**config.mk**
```make
export PLATFORM = sky130hd
export DESIGN_NAME = reg_dump_reader_flat
export DESIGN_NICKNAME = d
export VERILOG_FILES = /design/src/rtl/reg_dump_reader_pkg.sv /design/src/rtl/reg_dump_reader_if.sv /design/src/rtl/reg_dump_reader.sv /design/src/flat_wrapper.sv
export SDC_FILE = /design/constraint.sdc
export NUM_CORES = 1
export LEC_CHECK = 0
export CORE_ASPECT_RATIO = 1.4
export CORE_UTILIZATION = 48
export DETAILED_ROUTE_END_ITERATION = 16
export GPL_ROUTABILITY_DRIVEN = 0
export PLACE_DENSITY = 0.84
export REMOVE_ABC_BUFFERS = 1
export SLEW_MARGIN = 20
export SYNTH_ARGS = -nofsm -noshare
export SYNTH_HDL_FRONTEND = slang
export SYNTH_SLANG_ARGS = --single-unit
```
**constraint.sdc**
```tcl
create_clock -name clk -period 3.6 [get_ports clk]
set_input_delay 0.72 -clock clk [delete_from_list [all_inputs] [get_ports clk]]
set_output_delay 0.72 -clock clk [all_outputs]
set_load 0.05 [all_outputs]
```
**src/rtl/reg_dump_reader_pkg.sv**
```systemverilog
// Shared defaults, FSM encodings and the beat payload type for the register dump reader.
package reg_dump_reader_pkg;

    localparam int unsigned DEF_ADDR_W   = 5;
    localparam int unsigned DEF_DATA_W   = 32;
    localparam int unsigned DEF_NUM_REGS = 32;

    localparam logic [1:0] IDLE   = 2'd0;
    localparam logic [1:0] RUN    = 2'd1;
    localparam logic [1:0] FINISH = 2'd2;

    typedef struct packed {
        logic [DEF_ADDR_W-1:0] idx;
        logic [DEF_DATA_W-1:0] data;
        logic                  last;
    } beat_t;

endpackage

```
**src/rtl/reg_dump_reader_if.sv**
```systemverilog
// Valid/ready stream carrying one (index, data) register beat per handshake.
interface reg_dump_reader_if #(
    parameter int unsigned ADDR_W = reg_dump_reader_pkg::DEF_ADDR_W,
    parameter int unsigned DATA_W = reg_dump_reader_pkg::DEF_DATA_W
);
    logic              out_valid;
    logic              out_ready;
    logic [ADDR_W-1:0] out_idx;
    logic [DATA_W-1:0] out_data;
    logic              out_last;

    modport master (
        output out_valid, out_idx, out_data, out_last,
        input  out_ready
    );

    modport slave (
        input  out_valid, out_idx, out_data, out_last,
        output out_ready
    );
endinterface

```
**src/rtl/reg_dump_reader.sv**
```systemverilog
// Walks a range of register-file addresses over one combinational read port and
// streams each (index, data) pair out through a single-entry output register.
module reg_dump_reader
    import reg_dump_reader_pkg::*;
#(
    parameter int unsigned ADDR_W   = DEF_ADDR_W,
    parameter int unsigned DATA_W   = DEF_DATA_W,
    parameter int unsigned NUM_REGS = DEF_NUM_REGS
) (
    input  logic              clk,
    input  logic              rst_n,
    input  logic              start,
    input  logic [ADDR_W-1:0] start_addr,
    input  logic [ADDR_W:0]   count,
    input  logic              abort,
    output logic [ADDR_W-1:0] rd_addr,
    input  logic [DATA_W-1:0] rd_data,
    reg_dump_reader_if.master out_if,
    output logic              busy,
    output logic              done
);

    localparam int unsigned       CNT_W     = ADDR_W + 1;
    localparam logic [CNT_W-1:0]  MAX_CNT   = CNT_W'(NUM_REGS);
    localparam logic [ADDR_W-1:0] LAST_ADDR = ADDR_W'(NUM_REGS - 1);

    logic [1:0]        state_q,     state_d;
    logic [ADDR_W-1:0] rd_addr_q,   rd_addr_d;
    logic [CNT_W-1:0]  remaining_q, remaining_d;
    logic              valid_q,     valid_d;
    logic [ADDR_W-1:0] idx_q,       idx_d;
    logic [DATA_W-1:0] data_q,      data_d;
    logic              last_q,      last_d;
    logic              busy_q,      busy_d;
    logic              done_q,      done_d;
    logic              handshake;
    logic              can_load;

    // Next state, fetch pointer and output-register load.
    always_comb begin
        state_d     = state_q;
        rd_addr_d   = rd_addr_q;
        remaining_d = remaining_q;
        valid_d     = valid_q;
        idx_d       = idx_q;
        data_d      = data_q;
        last_d      = last_q;
        handshake   = valid_q && out_if.out_ready;
        can_load    = (!valid_q || handshake) && (remaining_q != '0);

        case (state_q)
            IDLE: begin
                if (start) begin
                    if (count != '0) begin
                        rd_addr_d   = start_addr;
                        remaining_d = (count > MAX_CNT) ? MAX_CNT : count;
                        state_d     = RUN;
                    end else begin
                        state_d     = FINISH;
                    end
                end
            end
            RUN: begin
                if (abort) begin
                    valid_d = 1'b0;
                    state_d = FINISH;
                end else if (handshake && last_q) begin
                    valid_d = 1'b0;
                    state_d = FINISH;
                end else if (can_load) begin
                    valid_d     = 1'b1;
                    data_d      = rd_data;
                    idx_d       = rd_addr_q;
                    last_d      = (remaining_q == CNT_W'(1));
                    rd_addr_d   = (rd_addr_q == LAST_ADDR) ? '0 : rd_addr_q + ADDR_W'(1);
                    remaining_d = remaining_q - CNT_W'(1);
                end else if (handshake) begin
                    valid_d = 1'b0;
                end
            end
            FINISH: begin
                state_d = IDLE;
            end
            default: begin
                state_d = IDLE;
            end
        endcase

        busy_d = (state_d == RUN);
        done_d = (state_d == FINISH);
    end

    always_ff @(posedge clk or negedge rst_n) begin
        if (!rst_n) begin
            state_q     <= IDLE;
            rd_addr_q   <= '0;
            remaining_q <= '0;
            valid_q     <= 1'b0;
            idx_q       <= '0;
            data_q      <= '0;
            last_q      <= 1'b0;
            busy_q      <= 1'b0;
            done_q      <= 1'b0;
        end else begin
            state_q     <= state_d;
            rd_addr_q   <= rd_addr_d;
            remaining_q <= remaining_d;
            valid_q     <= valid_d;
            idx_q       <= idx_d;
            data_q      <= data_d;
            last_q      <= last_d;
            busy_q      <= busy_d;
            done_q      <= done_d;
        end
    end

    assign rd_addr          = rd_addr_q;
    assign out_if.out_valid = valid_q;
    assign out_if.out_idx   = idx_q;
    assign out_if.out_data  = data_q;
    assign out_if.out_last  = last_q;
    assign busy             = busy_q;
    assign done             = done_q;

endmodule

```
**src/flat_wrapper.sv**
```systemverilog
// flat-port wrapper written by rule: the top's interface ports become plain ports
module reg_dump_reader_flat import reg_dump_reader_pkg::*;
#(
    parameter int unsigned ADDR_W   = DEF_ADDR_W,
    parameter int unsigned DATA_W   = DEF_DATA_W,
    parameter int unsigned NUM_REGS = DEF_NUM_REGS
)
  (clk, rst_n, start, start_addr, count, abort, rd_addr, rd_data, busy, done, out_if_out_valid, out_if_out_idx, out_if_out_data, out_if_out_last, out_if_out_ready);
  reg_dump_reader_if #(.ADDR_W(ADDR_W), .DATA_W(DATA_W)) out_if_i ();
  input  logic clk;
  input  logic rst_n;
  input  logic start;
  input  logic [ADDR_W-1:0] start_addr;
  input  logic [ADDR_W:0] count;
  input  logic abort;
  output logic [ADDR_W-1:0] rd_addr;
  input  logic [DATA_W-1:0] rd_data;
  output logic busy;
  output logic done;
  output wire logic [$bits(out_if_i.out_valid)-1:0] out_if_out_valid;
  output wire logic [$bits(out_if_i.out_idx)-1:0] out_if_out_idx;
  output wire logic [$bits(out_if_i.out_data)-1:0] out_if_out_data;
  output wire logic [$bits(out_if_i.out_last)-1:0] out_if_out_last;
  input wire logic [$bits(out_if_i.out_ready)-1:0] out_if_out_ready;
  assign out_if_out_valid = out_if_i.out_valid;
  assign out_if_out_idx = out_if_i.out_idx;
  assign out_if_out_data = out_if_i.out_data;
  assign out_if_out_last = out_if_i.out_last;
  assign out_if_i.out_ready = out_if_out_ready;
  reg_dump_reader #(.ADDR_W(ADDR_W), .DATA_W(DATA_W), .NUM_REGS(NUM_REGS)) u_core (.clk(clk), .rst_n(rst_n), .start(start), .start_addr(start_addr), .count(count), .abort(abort), .rd_addr(rd_addr), .rd_data(rd_data), .out_if(out_if_i), .busy(busy), .done(done));
endmodule
```
==> metrics.txt <==
post-route clock period utilization=between 60% and 70%; crit start category=primary input; area delta synth->final=42.3%; GRT Overall Usage=approximately a fifth; worst-case clock buffer depth=2; Critical Path Fanout Max=38; Avg Inst Size Synth=between 10 and 15 µm²; clk_lat worst skew=~0.30 ns; detailed placer's ending HPWL=~4000 µm; Die Span X=63.8 µm; CTS buffer count=5; final wirelength=around 5300 µm; P_int=about 2100 µW; core footprint=about 5200 µm²; Crit path arrival time=2.62 ns; cell count after synthesis=189; DP Area=around 3500 µm²; Mapped Area=between 2000 and 3000 µm²; Pleak=roughly 0.0016 µW; hold_buf cts=0; Final Net Count=~340; postcts setup bufs=0; #FFs+latches synth=54; Worst Hold Slack=0.507 ns; Inst Count DP=345; Hold Crit Class=in -> async; largest net degree at the start of global routing=39; worst IR drop on VDD=435 µV; io pins=94; vias post-DR=1885; outcome=finished, final reports clean; Setup TNS=0 ns; max-slew violations=0; xor and xnor area share after synthesis=0%; ANT cells=0; CTS root buf=clkbuf_8; Die ar.=roughly 5600 µm²; Max Clk Rate=between 400 and 500 MHz; Resized Gates After CTS=0; R2R setup slack=1.32 ns; most frequent cells in the layout=clkdlybuf4s50_1, dfrtp_1, mux2_4, mux2_2, nand2_1; Yosys cell types=40; sequential power share=around 28%; post-synthesis compound-gate area fraction=between 10% and 20%; Final setup violation count=0; Pwr per Cell Area=approximately 1100 nW/µm²; minimum clock period=approximately 2.4 ns; CP endpoint kind=register; largest family of logic cells by synthesized area=multiplexers; CTS Sinks=54; IO buf count=just over 90; Final Skew=about 0.011 ns; Die H=approximately 89 µm; WP data required=between 3 and 4 ns; Clock Pin Slew Worst Setup and Hold Paths=~0.090 ns; initial antenna violation count=0; RSZ-0062 raised after global routing=no; critical path type=in -> reg; global-route wire length before repair=roughly 8400 µm; Worst path slowest cell=clkdlybuf4s50_1; crit-path cells=clkdlybuf4s50_1 -> a31oi_1 -> o2111ai_4 -> buf_4 -> mux2_2; adder-cell share of the synthesized area=under 10%; max_cap viols=0; vias in the first global route=approximately 1800; Setup WS pre-CTS=around 0.86 ns; First DRT Iteration DRCs=64; FP Rows=31; Worst-Margin Slew=0.796 ns; commonest non-fill, non-tap cell in the layout=clkdlybuf4s50_1; final instance area=roughly 3700 µm²; mux cell area share after synthesis=between 20 and 25%; Rel. slew slack=46.9%; Psw=1850 µW; Initial Utilization=around 50%; grt total ovfl=0; CTS tree=built; ANT nets after route=0; yosys warns=0; crit-path max cell delay=around 0.57 ns; Finished Layout Cells=352; Pre-antenna DRT Iters=4; Max H-tree Level=2; wire length per cell=15.0 µm; setup slack after layout=approximately 1.2 ns; share of layout cells above drive strength 1=20.6%; sequential share of the synthesized area=between 50% and 60%; vias per inst=roughly 5.4; Logic pwr share=between 60 and 70%; drc violations=0; simple-gate area share of the yosys netlist=8.24%; Clock Power Share=between 10% and 20%; Sw Ratio=46.6%; Final Hold Violating Endpoints=0
## power by group through the flow
| stage | Combinational (µW) | Sequential (µW) | Clock [µW] |
|---|---|---|---|
| after floorplan | 796 | 2020 | 0 |
| final | 2450 | 1120 | 401 |
| after global placement | 2420 | 1120 | 0 |
| after CTS | 2460 | 1120 | 411 |
| after global routing | 2560 | 1160 | 436 |
| after detailed placement | 2450 | 1130 | 0 |
## kinds of logic after synthesis
family / after synthesis
flip-flops: 54
multiplexers: 43
AND/OR/NAND/NOR: 39
AO/OA/AOI/OAI: 35
buffers and inverters: 13
adder cells (fa/ha/maj): 5
## per-layer routing
metal	track usage, %	share of wire (%)	up-vias
met5	0	0	-
met4	6.61	1.2	0
met3	3.87	4.7	6
li1	-	-	883
met1	23.8	44	931
met2	31.7	50	65
## synthesized netlist by cell type
cell / number / area share, %
a21oi_1: 9 / 1.8
a21oi_2: 1 / 0.34
a221oi_4: 1 / 1.0
a2bb2oi_1: 1 / 0.34
a31oi_1: 5 / 1.2
a32oi_1: 1 / 0.34
and3_1: 1 / 0.24
buf_12: 2 / 1.6
buf_4: 1 / 0.29
buf_6: 2 / 0.88
clkbuf_1: 2 / 0.29
dfrtp_1: 54 / 53
ha_1: 5 / 2.4
inv_1: 6 / 0.88
mux2_2: 19 / 8.3
mux2_4: 22 / 13
mux2i_1: 2 / 0.78
nand2_1: 11 / 1.6
nand2b_1: 4 / 0.97
nand3_1: 2 / 0.39
nand3b_1: 1 / 0.29
nor2_1: 9 / 1.3
nor2b_1: 3 / 0.73
nor3_1: 2 / 0.39
nor3b_1: 1 / 0.29
nor4_1: 1 / 0.24
nor4_4: 1 / 0.83
nor4b_1: 1 / 0.34
o2111ai_2: 1 / 0.58
o211ai_1: 1 / 0.29
o21ai_0: 1 / 0.19
o21ai_2: 1 / 0.34
o21bai_1: 1 / 0.29
o221a_2: 1 / 0.44
o221ai_1: 4 / 1.4
o22a_1: 1 / 0.34
o22ai_1: 1 / 0.24
o2bb2ai_1: 5 / 1.7
or2b_1: 1 / 0.29
or4_1: 1 / 0.29
## path summary, 6_finish.rpt
check | start | endpoint | cells after the start
max in group asynchronous | rst_n | u_core.out_if.out_data[10] | 2
max reg2reg | u_core.remaining_q[3] | u_core.out_if.out_idx[2] | 5
max | out_if_out_ready | u_core.out_if.out_idx[2] | 5
min in group clk | u_core.out_if.out_idx[1] | u_core.out_if.out_idx[1] | 1
min | rst_n | u_core.out_if.out_valid | 1
min reg2reg | u_core.out_if.out_idx[1] | u_core.out_if.out_idx[1] | 1
## through the flow
step,util (%),total power [µW]
after floorplan,-,2810
after global placement,68.6,3540
after detailed placement,68.6,3590
after CTS,70.8,4000
after global routing,70.8,4160
final,70.8,3970
## cell type report
cell class / instances / area [µm²]
multi-input combinational: 122 / 1130
sequential: 54 / 1350
timing repair buffer: 97 / 956
fill: 362 / 1510
tap: 66 / 82.6
clock inverter: 1 / 30.0
clock buffer: 6 / 82.6
inverter: 6 / 22.5
## worst max-delay path: cells and delay by family
kind | cells | cell delay, ns
buffers and inverters | 2 | 1.09
muxes | 1 | 0.40
AOI/OAI and AO/OA | 2 | 0.38
## sequential cells by signal (all words and copies together) (netlist names)
name / cells
u_core.out_if.out_valid: 1
u_core.remaining_q: 6
u_core.out_if.out_data: 32
u_core.rd_addr: 5
u_core.done: 1
u_core.out_if.out_idx: 5
u_core.out_if.out_last: 1
u_core.busy: 1
u_core.state_q: 2
No activity file was read; power rests on OpenSTA's default activity.
